`config.mk`:
```
export PLATFORM = sky130hd
export DESIGN_NAME = lvds_rx_lane_sync_ctrl
export DESIGN_NICKNAME = d
export VERILOG_FILES = /design/src/rtl/lvds_rx_pkg.sv /design/src/rtl/lvds_rx_lane_verify.sv /design/src/rtl/lvds_rx_lane_sync_ctrl.sv
export SDC_FILE = /design/constraint.sdc
export NUM_CORES = 1
export LEC_CHECK = 0
export CORE_MARGIN = 10
export CORE_UTILIZATION = 38
export CTS_CLUSTER_SIZE = 20
export DETAILED_ROUTE_END_ITERATION = 12
export SLEW_MARGIN = 25
export SYNTH_ARGS = -nofsm -noshare
export SYNTH_HDL_FRONTEND = slang
export SYNTH_SLANG_ARGS = --single-unit
```
`constraint.sdc`:
```
create_clock -name CLK -period 4.54 [get_ports CLK]
set_input_delay 0.908 -clock CLK [delete_from_list [all_inputs] [get_ports CLK]]
set_output_delay 0.908 -clock CLK [all_outputs]
set_load 0.03 [all_outputs]
```
`src/rtl/lvds_rx_pkg.sv`:
```
// Shared types and helpers for the LVDS RX lane training sequencer.
// Holds the FSM encoding, word widths and the pattern expansion.
package lvds_rx_pkg;

  localparam int LVDS_WORD_W = 14;
  localparam int LVDS_PAT_W  = 7;

  typedef enum logic [2:0] {
    ST_IDLE       = 3'd0,
    ST_LANE_RST   = 3'd1,
    ST_WAIT_ALIGN = 3'd2,
    ST_VERIFY     = 3'd3,
    ST_READY      = 3'd4,
    ST_FAIL       = 3'd5
  } lvds_state_e;

  function automatic logic [LVDS_WORD_W-1:0] expand_pattern(
    input logic [LVDS_PAT_W-1:0] p
  );
    return {p, p};
  endfunction

endpackage

```
`src/rtl/lvds_rx_lane_verify.sv`:
```
// Per-lane word checker: strobe delay, compare, saturating match count.
// LVDS_RX_AUTO_RETRAIN_EN adds a previous-word tracker for READY monitoring.
module lvds_rx_lane_verify
  import lvds_rx_pkg::*;
#(
  parameter int VERIFY_WORDS = 16
) (
  input  logic                   CLK,
  input  logic                   RESET,
  input  logic                   i_active,
  input  logic                   i_enable,
  input  logic [LVDS_WORD_W-1:0] i_data,
  input  logic [LVDS_WORD_W-1:0] i_expect,
  output logic                   o_done,
  output logic                   o_mismatch
`ifdef LVDS_RX_AUTO_RETRAIN_EN
  ,
  output logic                   o_bad
`endif
);

  localparam logic [7:0] CNT_MAX = 8'(VERIFY_WORDS);

  logic       r_en;
  logic [7:0] r_cnt;
  logic       w_match;

  assign w_match = (i_data == i_expect);

  // The word belonging to a strobe arrives one cycle after it.
  always_ff @(posedge CLK or negedge RESET) begin
    if (!RESET) begin
      r_en  <= 1'b0;
      r_cnt <= 8'd0;
    end else begin
      r_en <= i_enable;
      if (!i_active) begin
        r_cnt <= 8'd0;
      end else if (r_en && w_match && (r_cnt != CNT_MAX)) begin
        r_cnt <= r_cnt + 8'd1;
      end
    end
  end

  assign o_done     = (r_cnt == CNT_MAX);
  assign o_mismatch = r_en & ~w_match;

`ifdef LVDS_RX_AUTO_RETRAIN_EN
  logic [LVDS_WORD_W-1:0] r_prev;

  always_ff @(posedge CLK or negedge RESET) begin
    if (!RESET) begin
      r_prev <= '0;
    end else if (r_en) begin
      r_prev <= i_data;
    end
  end

  // Live traffic that repeats its last word is not treated as corruption.
  assign o_bad = r_en & ~w_match & (i_data != r_prev);
`endif

endmodule

```
`src/rtl/lvds_rx_lane_sync_ctrl.sv`:
```
// Training sequencer for a bank of 7:1 LVDS RX lanes sharing CLK.
// Optional READY-state monitoring via LVDS_RX_AUTO_RETRAIN_EN.
module lvds_rx_lane_sync_ctrl
  import lvds_rx_pkg::*;
#(
  parameter int NUM_LANES        = 4,
  parameter int TIMEOUT_CYCLES   = 4096,
  parameter int VERIFY_WORDS     = 16,
  parameter int RST_PULSE_CYCLES = 8,
  parameter int MAX_RETRIES      = 7
) (
  input  logic                               CLK,
  input  logic                               RESET,
  input  logic                               start,
  input  logic [LVDS_PAT_W-1:0]              pattern_cfg,
  input  logic [NUM_LANES-1:0]               lane_align,
  input  logic [NUM_LANES-1:0]               lane_enable,
  input  logic [LVDS_WORD_W*NUM_LANES-1:0]   lane_data,
  output logic                               lane_rst_n,
  output logic [LVDS_PAT_W-1:0]              training_pattern,
  output logic                               rx_ready,
  output logic                               rx_fail,
  output logic [3:0]                         retry_cnt,
  output logic [NUM_LANES-1:0]               aligned_mask,
  output logic [2:0]                         state_dbg
);

  localparam int TW = (TIMEOUT_CYCLES > 1) ? $clog2(TIMEOUT_CYCLES) : 1;
  localparam int RW = $clog2(RST_PULSE_CYCLES);
  localparam logic [TW-1:0] T_LAST    = TW'(TIMEOUT_CYCLES - 1);
  localparam logic [RW-1:0] R_LAST    = RW'(RST_PULSE_CYCLES - 1);
  localparam logic [3:0]    RETRY_MAX = 4'(MAX_RETRIES);

  lvds_state_e             r_state;
  lvds_state_e             w_state_nxt;
  logic [TW-1:0]           r_timer;
  logic [RW-1:0]           r_rst_cnt;
  logic [3:0]              r_retry;
  logic [3:0]              w_retry_nxt;
  logic                    w_do_retry;
  logic                    r_lane_rst_n;
  logic                    r_rx_ready;
  logic                    r_rx_fail;
  logic [LVDS_PAT_W-1:0]   r_pattern;
  logic [NUM_LANES-1:0]    r_aligned;
  logic                    w_lane_rst_n_nxt;
  logic                    w_rx_ready_nxt;
  logic                    w_rx_fail_nxt;
  logic [LVDS_WORD_W-1:0]  w_expect;
  logic [NUM_LANES-1:0]    w_done;
  logic [NUM_LANES-1:0]    w_mis;
  logic                    w_all_done;
  logic                    w_any_mis;
  logic                    w_all_align;
  logic                    w_timeout;
  logic                    w_verify;

  assign w_expect    = expand_pattern(r_pattern);
  assign w_verify    = (r_state == ST_VERIFY);
  assign w_all_done  = &w_done;
  assign w_any_mis   = |w_mis;
  assign w_all_align = &lane_align;
  assign w_timeout   = (r_timer == T_LAST);

`ifdef LVDS_RX_AUTO_RETRAIN_EN
  logic [NUM_LANES-1:0] w_bad;
  logic                 w_any_bad;

  assign w_any_bad = |w_bad;
`endif

  for (genvar g = 0; g < NUM_LANES; g++) begin : g_lane
    lvds_rx_lane_verify #(
      .VERIFY_WORDS(VERIFY_WORDS)
    ) u_verify (
      .CLK       (CLK),
      .RESET     (RESET),
      .i_active  (w_verify),
      .i_enable  (lane_enable[g]),
      .i_data    (lane_data[LVDS_WORD_W*g +: LVDS_WORD_W]),
      .i_expect  (w_expect),
      .o_done    (w_done[g]),
      .o_mismatch(w_mis[g])
`ifdef LVDS_RX_AUTO_RETRAIN_EN
      ,
      .o_bad     (w_bad[g])
`endif
    );
  end

  always_ff @(posedge CLK or negedge RESET) begin
    if (!RESET) begin
      r_state <= ST_IDLE;
    end else begin
      r_state <= w_state_nxt;
    end
  end

  always_comb begin
    w_state_nxt = r_state;
    w_retry_nxt = r_retry;
    w_do_retry  = 1'b0;
    if (!start) begin
      w_state_nxt = ST_IDLE;
    end else begin
      unique case (r_state)
        ST_IDLE: begin
          w_state_nxt = ST_LANE_RST;
          w_retry_nxt = 4'd0;
        end
        ST_LANE_RST: begin
          if (r_rst_cnt == R_LAST) w_state_nxt = ST_WAIT_ALIGN;
        end
        ST_WAIT_ALIGN: begin
          if (w_all_align)    w_state_nxt = ST_VERIFY;
          else if (w_timeout) w_do_retry  = 1'b1;
        end
        ST_VERIFY: begin
          if (w_any_mis || !w_all_align || w_timeout) w_do_retry = 1'b1;
          else if (w_all_done) w_state_nxt = ST_READY;
        end
        ST_READY: begin
`ifdef LVDS_RX_AUTO_RETRAIN_EN
          if (!w_all_align || w_any_bad) begin
            w_state_nxt = ST_LANE_RST;
            w_retry_nxt = 4'd0;
          end
`endif
        end
        ST_FAIL: w_state_nxt = ST_FAIL;
        default: w_state_nxt = ST_IDLE;
      endcase
      if (w_do_retry) begin
        if (r_retry < RETRY_MAX) begin
          w_retry_nxt = r_retry + 4'd1;
          w_state_nxt = ST_LANE_RST;
        end else begin
          w_state_nxt = ST_FAIL;
        end
      end
    end
  end

  // Outputs are decoded from the next state so they line up with state_dbg.
  always_comb begin
    w_lane_rst_n_nxt = 1'b0;
    w_rx_ready_nxt   = 1'b0;
    w_rx_fail_nxt    = 1'b0;
    unique case (w_state_nxt)
      ST_WAIT_ALIGN, ST_VERIFY: w_lane_rst_n_nxt = 1'b1;
      ST_READY: begin
        w_lane_rst_n_nxt = 1'b1;
        w_rx_ready_nxt   = 1'b1;
      end
      ST_FAIL: w_rx_fail_nxt = 1'b1;
      default: w_lane_rst_n_nxt = 1'b0;
    endcase
  end

  always_ff @(posedge CLK or negedge RESET) begin
    if (!RESET) begin
      r_timer   <= '0;
      r_rst_cnt <= '0;
    end else begin
      if ((r_state == ST_WAIT_ALIGN || r_state == ST_VERIFY) &&
          (w_state_nxt == r_state)) begin
        r_timer <= r_timer + TW'(1);
      end else begin
        r_timer <= '0;
      end
      if (r_state == ST_LANE_RST && w_state_nxt == ST_LANE_RST) begin
        r_rst_cnt <= r_rst_cnt + RW'(1);
      end else begin
        r_rst_cnt <= '0;
      end
    end
  end

  always_ff @(posedge CLK or negedge RESET) begin
    if (!RESET) begin
      r_lane_rst_n <= 1'b0;
      r_rx_ready   <= 1'b0;
      r_rx_fail    <= 1'b0;
      r_retry      <= 4'd0;
      r_pattern    <= '0;
      r_aligned    <= '0;
    end else begin
      r_lane_rst_n <= w_lane_rst_n_nxt;
      r_rx_ready   <= w_rx_ready_nxt;
      r_rx_fail    <= w_rx_fail_nxt;
      r_retry      <= w_retry_nxt;
      r_aligned    <= lane_align;
      if (r_state == ST_IDLE && start) r_pattern <= pattern_cfg;
    end
  end

  assign lane_rst_n       = r_lane_rst_n;
  assign training_pattern = r_pattern;
  assign rx_ready         = r_rx_ready;
  assign rx_fail          = r_rx_fail;
  assign retry_cnt        = r_retry;
  assign aligned_mask     = r_aligned;
  assign state_dbg        = r_state;

endmodule

```
; ---- Word-level counts from Yosys, hierarchy flattened
; Index checks and enable logic that the tools add are counted.
[word_totals]
regBits = 72
in_bits = 74
out_inout_bits = 21
word_cells = 111
[classes]
add_sub_neg = 7
n_lt_le_gt_ge = 1
eq_ne = 29
muxes = 29
bitwise_logic = 8
n_reduce_logical = 20
[ops]
columns = cell, count
row1 = $mux W8, 8
row2 = $eq A14 B14 Y1, 4
row3 = $add A8 B1 Y8 const B, 4
row4 = $eq A8 B5 Y1 const B, 4
row5 = $ne A8 B5 Y1 const B, 4
row6 = $mux W3, 8
row7 = $pmux W3 S6, 1
row8 = $eq A3 B3 Y1 const B, 5
row9 = $add A12 B1 Y12 const B, 1
row10 = $eq A12 B12 Y1 const B, 1
row11 = $eq A3 B2 Y1 const B, 4
row12 = $mux W12, 1
row13 = $mux W4, 3
row14 = $logic_and A1 B1 Y1, 11
row15 = $reduce_and A4 Y1, 2
row16 = $mux W1, 7
row17 = $eq A3 B1 Y1 const B, 2
row18 = $ne A2 B1 Y1 const B, 3
row19 = $add A4 B1 Y4 const B, 1
row20 = $and A1 B1 Y1, 4
row21 = $lt A4 B3 Y1 const B, 1
row22 = $not A1 Y1, 4
row23 = $reduce_or A4 Y1, 1
row24 = $add A3 B1 Y3 const B, 1
row25 = 7 further kinds, 9

; ---- Logic depth before layout (Yosys ltp)
[logic_depth]
depth_word = 14
depth_mapped = 10
ltp_nobuf = 9

; ---- Modules after synthesis
; Synthesis repeated with hierarchy kept, for this count alone.
[unflattened]
hier_cells = 450
hier_area_um2 = 4403.0
[modules_own_cells]
columns = mod, n_inst, cells_each, area_per_inst_um2, seq_area_each_um2
row1 = lvds_rx_lane_verify (g_lane[1].u_verify ...), 3, 71, 666.9, 225.2
row2 = lvds_rx_lane_sync_ctrl, 1, 165, 1712.9, 900.9
row3 = lvds_rx_lane_verify (g_lane[0].u_verify), 1, 72, 689.4, 225.2

; ---- Least setup slack after synthesis
; Ideal clock, no wire load.
[synth_path]
path_type = input port to flip-flop
start = input port lane_data[1]
end = register r_timer[2]
t_arrival_ns = 2.891
required_time_ns = 4.439
slack_ns = 1.549
cell_stages = 8
n_path_buf = 1
path_cell_list = or3_1 > a222oi_1 > a31oi_1 > or3_1 > o21a_2 > xnor2_4 > buf_6 > nor4_1
[synth_between]
elab_chain_len = 14
word_cells_on_any_way = 16
classes_between = eq/ne (2) / mux (8) / bitwise (2) / reduce/logical (4)
[synth_rtl]
columns = element, line_no
row1 = from (decl), lvds_rx_lane_sync_ctrl.sv:18  ; input logic [LVDS_WORD_W*NUM_LANES-1:0] lane_data,
row2 = $eq A14 B14 Y1 *, lvds_rx_lane_verify.sv:28  ; assign w_match = (i_data == i_expect);
row3 = $not A1 Y1 *, lvds_rx_lane_verify.sv:46  ; assign o_mismatch = r_en & ~w_match;
row4 = $and A1 B1 Y1 *, lvds_rx_lane_verify.sv:46
row5 = $reduce_or A4 Y1 *, lvds_rx_lane_sync_ctrl.sv:61  ; assign w_any_mis = |w_mis;
row6 = $logic_or A1 B1 Y1 * (2 in series), lvds_rx_lane_sync_ctrl.sv:119  ; if (w_any_mis || !w_all_align || w_timeout) w_do_retry = 1'b1;
row7 = $mux W1, lvds_rx_lane_sync_ctrl.sv:119
row8 = $pmux W1 S2, lvds_rx_lane_sync_ctrl.sv:106  ; unique case (r_state)
row9 = $mux W1, lvds_rx_lane_sync_ctrl.sv:103  ; if (!start) begin
row10 = $mux W3 *, lvds_rx_lane_sync_ctrl.sv:133  ; if (w_do_retry) begin
row11 = $mux W3 *, lvds_rx_lane_sync_ctrl.sv:103
row12 = $eq A3 B3 Y1 *, lvds_rx_lane_sync_ctrl.sv:166  ; (w_state_nxt == r_state)) begin
row13 = $logic_and A1 B1 Y1 *, lvds_rx_lane_sync_ctrl.sv:165  ; if ((r_state == ST_WAIT_ALIGN || r_state == ST_VERIFY) &&
row14 = $mux W12 *, lvds_rx_lane_sync_ctrl.sv:165
row15 = to (signal assigned), lvds_rx_lane_sync_ctrl.sv:167  ; r_timer <= r_timer + TW'(1);
row16 = to (decl), lvds_rx_lane_sync_ctrl.sv:36  ; logic [TW-1:0] r_timer;
; Mark *: on every way between the ends. The rest lies on a longest branch, timed or not. The select of a mux whose other input is x is not followed.
; A chain may end at the register's enable or synchronous reset.

; ---- Worst setup path in the final report
[layout_path]
start = input port lane_data[14]
end = register r_timer[11]
; The elaborated chain is that of the path after synthesis.

==> impl_metrics.env <==
export IMPL_run_status="finished clean"
export IMPL_worstReg2RegStart="training_pattern[2]$_DFFE_PN0P_"
export IMPL_die_y_um=124
export IMPL_critPathRequiredTime_ns=4.73
export IMPL_syn_to_final_growth_pct=29.2
export IMPL_max_slew_margin_rel_pct=58.4
export IMPL_power_density_nw_per_um2=256
export IMPL_insertion_delay_ns=0.35
export IMPL_viasPerCell=5.17
export IMPL_dr_wl_met3_um=408
export IMPL_cts_root_buf="clkbuf_8"
export IMPL_worstPathMaxFanout=12
export IMPL_ys_types=55
export IMPL_cp_end_kind="register"
export IMPL_wl_met1_mm=4.70
export IMPL_r2r_cells=7
export IMPL_highest_layer="met4"
export IMPL_dr_wl_met2_mm=5.08
export IMPL_crit_type="in2reg"
export IMPL_worst_pin_slew_ns=0.622
export IMPL_dr_pass1_iters=4
export IMPL_hold_violations=0
export IMPL_fin_tns_setup_ns=0
export IMPL_fin_skew_ns=0.0128
export IMPL_rows=37
export IMPL_clkTransAtPathRegs_ns=0.08
export IMPL_htree_levels=3
export IMPL_ir_drop_uv=135
export IMPL_setup_violations=0
export IMPL_critPathLaunchType="input port"
export IMPL_numCtsBuffers=9
export IMPL_mostFrequentLayoutCells="93 x clkdlybuf4s50_1, 72 x dfrtp_1, 40 x nor2_1"
export IMPL_fmax_mhz=291
export IMPL_synthArstFlopShare_pct=100
export IMPL_yosysTopAreaCellShare_pct=44.2
export IMPL_cp_arrival_ns=3.63
export IMPL_post_route_drc_count=0
export IMPL_cts_tree="done"
export IMPL_drt_iter0_markers=188
export IMPL_layout_drive_gt1_share_pct=10.2
export IMPL_utilization_pct=50.7
export IMPL_rrSetupSlack_ns=1.55
export IMPL_coreArea_sq_um=10400
export IMPL_clockBufferDepth=2
export IMPL_synthesis_nets=491
export IMPL_crit_path_start="lane_data[14]"
export IMPL_ys_ff_latch=72
export IMPL_io_pins=95
export IMPL_synth_edf_count=0
export IMPL_grt_overflow=0
export IMPL_min_period_ns=3.44
export IMPL_grt_pass1_wl_mm=17.1
export IMPL_r2r_end="r_timer[11]$_DFF_PN0_"
export IMPL_post_dp_hpwl_mm=8.11
export IMPL_rsz0062_at_grt="no"
export IMPL_total_leakage_power_nw=2.11
export IMPL_vias=3277
export IMPL_wl_per_cell_um=16.4
export IMPL_routabilityCongestion=0.848
export IMPL_drv_slew=0
export IMPL_io_buffers=94
export IMPL_netlist_area_sq_um=4070
export IMPL_antenna_found_initial=0
export IMPL_grt_pass1_vias=3378
export IMPL_diodes=0
export IMPL_cts_resized=0
export IMPL_cts_setup_buffers=0
export IMPL_die_area_sq_um=15300
export IMPL_synth_flop_cell="dfrtp_1"
export IMPL_hold_buffers=0
export IMPL_p_total_mw=1.35
export IMPL_yosys_area_top_type="dfrtp_1"
export IMPL_antenna_left=0
export IMPL_syn_inst=405
export IMPL_synth_warnings=0
export IMPL_critical_path_endpoint="r_timer[11]$_DFF_PN0_"
export IMPL_drt_wl_total_mm=10.4
export IMPL_num_nets_final=579
export IMPL_grtUsageTotal_pct=14.2
export IMPL_grt_max_degree=46
export IMPL_cap_violations=0
export IMPL_final_common_cell="clkdlybuf4s50_1"
export IMPL_start_util_pct=39.3
export IMPL_synth_area_per_cell_sq_um=10.1
export IMPL_yosys_top_cells_area="dfrtp_1 44%, xnor2_1 4.3%, nand3_1 4.1%"
export IMPL_clock_sinks=72
export IMPL_fin_crit_sh_pct=75.7
export IMPL_hp_class="reg2reg"
export IMPL_die_width_um=124
export IMPL_seq_area_frac_synth_pct=44.2
[cells in the mapped netlist, drive strengths merged, types with 2 or more instances]
cell	n
a21oi	8
mux2	8
nand3	34
and3	22
a22oi	8
ha	12
or3	29
and2	4
dfrtp	72
xnor2	21
nand2	24
xor2	18
nor2	40
a31oi	6
buf	5
a41o	2
nor2b	2
inv	16
nor4	13
a222oi	4
and4	7
nand4	6
nor3	4
nor3b	3
clkbuf	12
nor4b	5
mux2i	3
a22o	2
[stage by stage]
step | instances | cell area, sq um | hold slack [ns] | setup slack [ns]
6_report | 634 | 5260 | 0.443 | 1.10
3_3_place_gp | 618 | 5070 | 0.423 | 0.793
4_1_cts | 634 | 5260 | 0.446 | 1.10
3_5_place_dp | 618 | 5080 | 0.434 | 0.744
5_1_grt | 634 | 5260 | 0.465 | 0.943
2_1_floorplan | 405 | 4070 | 0.409 | 1.55
[metal layers]
layer,vias to the layer above,GRT usage (%)
met5,-,0
met3,12,3.24
li1,1632,-
met1,1579,17.6
met2,54,23.5
met4,0,5.60
[how the worst min path moves through the flow]
stage,startpoint,to,slack [ns],cells past startpoint
6_report,r_rst_cnt[0]$_DFF_PN0_,r_rst_cnt[0]$_DFF_PN0_,0.44,1
5_1_grt,r_rst_cnt[0]$_DFF_PN0_,r_rst_cnt[0]$_DFF_PN0_,0.47,1
4_1_cts,r_rst_cnt[0]$_DFF_PN0_,r_rst_cnt[0]$_DFF_PN0_,0.45,1
3_5_place_dp,r_rst_cnt[0]$_DFF_PN0_,r_rst_cnt[0]$_DFF_PN0_,0.43,1
3_3_place_gp,r_rst_cnt[0]$_DFF_PN0_,r_rst_cnt[0]$_DFF_PN0_,0.42,1
2_1_floorplan,r_rst_cnt[0]$_DFF_PN0_,r_rst_cnt[0]$_DFF_PN0_,0.41,1
[sequential cells by signal, summed over array words and instances (netlist names), 3 cells and up]
register	cells
g_lane.u_verify.r_cnt	32
retry_cnt	4
r_timer	12
state_dbg	3
training_pattern	7
g_lane.u_verify.r_en	4
aligned_mask	4
r_rst_cnt	3
[power by group]
| group | leakage [nW] | internal [mW] | switching [mW] |
|---|---|---|---|
| clock | 0.0951 | 0.226 | 0.236 |
| sequential | 0.969 | 0.656 | 0.0306 |
| combinational | 1.05 | 0.107 | 0.0890 |
| total | 2.11 | 0.989 | 0.356 |
[worst max-delay path, stage by stage]
cell and delay [ns]:
clkdlybuf4s50_1 0.42, or3_2 0.45, a222oi_1 0.43, a31oi_1 0.19, or3_1 0.39, o21a_2 0.30, xnor2_4 0.43, nor4_1 0.11
[logic make-up after synthesis]
family                   count (synthesis)  share of synthesized area (%)
AND/OR/NAND/NOR                        198                           28.7
flip-flops                              72                           44.2
AO/OA/AOI/OAI                           39                           7.37
XOR/XNOR                                39                           8.85
buffers and inverters                   34                           4.24
adder cells (fa/ha/maj)                 12                           3.69
multiplexers                            11                           2.95
[layout make-up]
type / count / area [sq um]
Fill cell: 984 / 5110
Multi-Input combinational cell: 299 / 2100
Sequential cell: 72 / 1800
Timing Repair Buffer: 95 / 946
Tap cell: 136 / 170
Clock buffer: 11 / 151
Inverter: 16 / 60.1
Clock inverter: 5 / 31.3
Note: power is estimated with default switching activity, not from simulation.
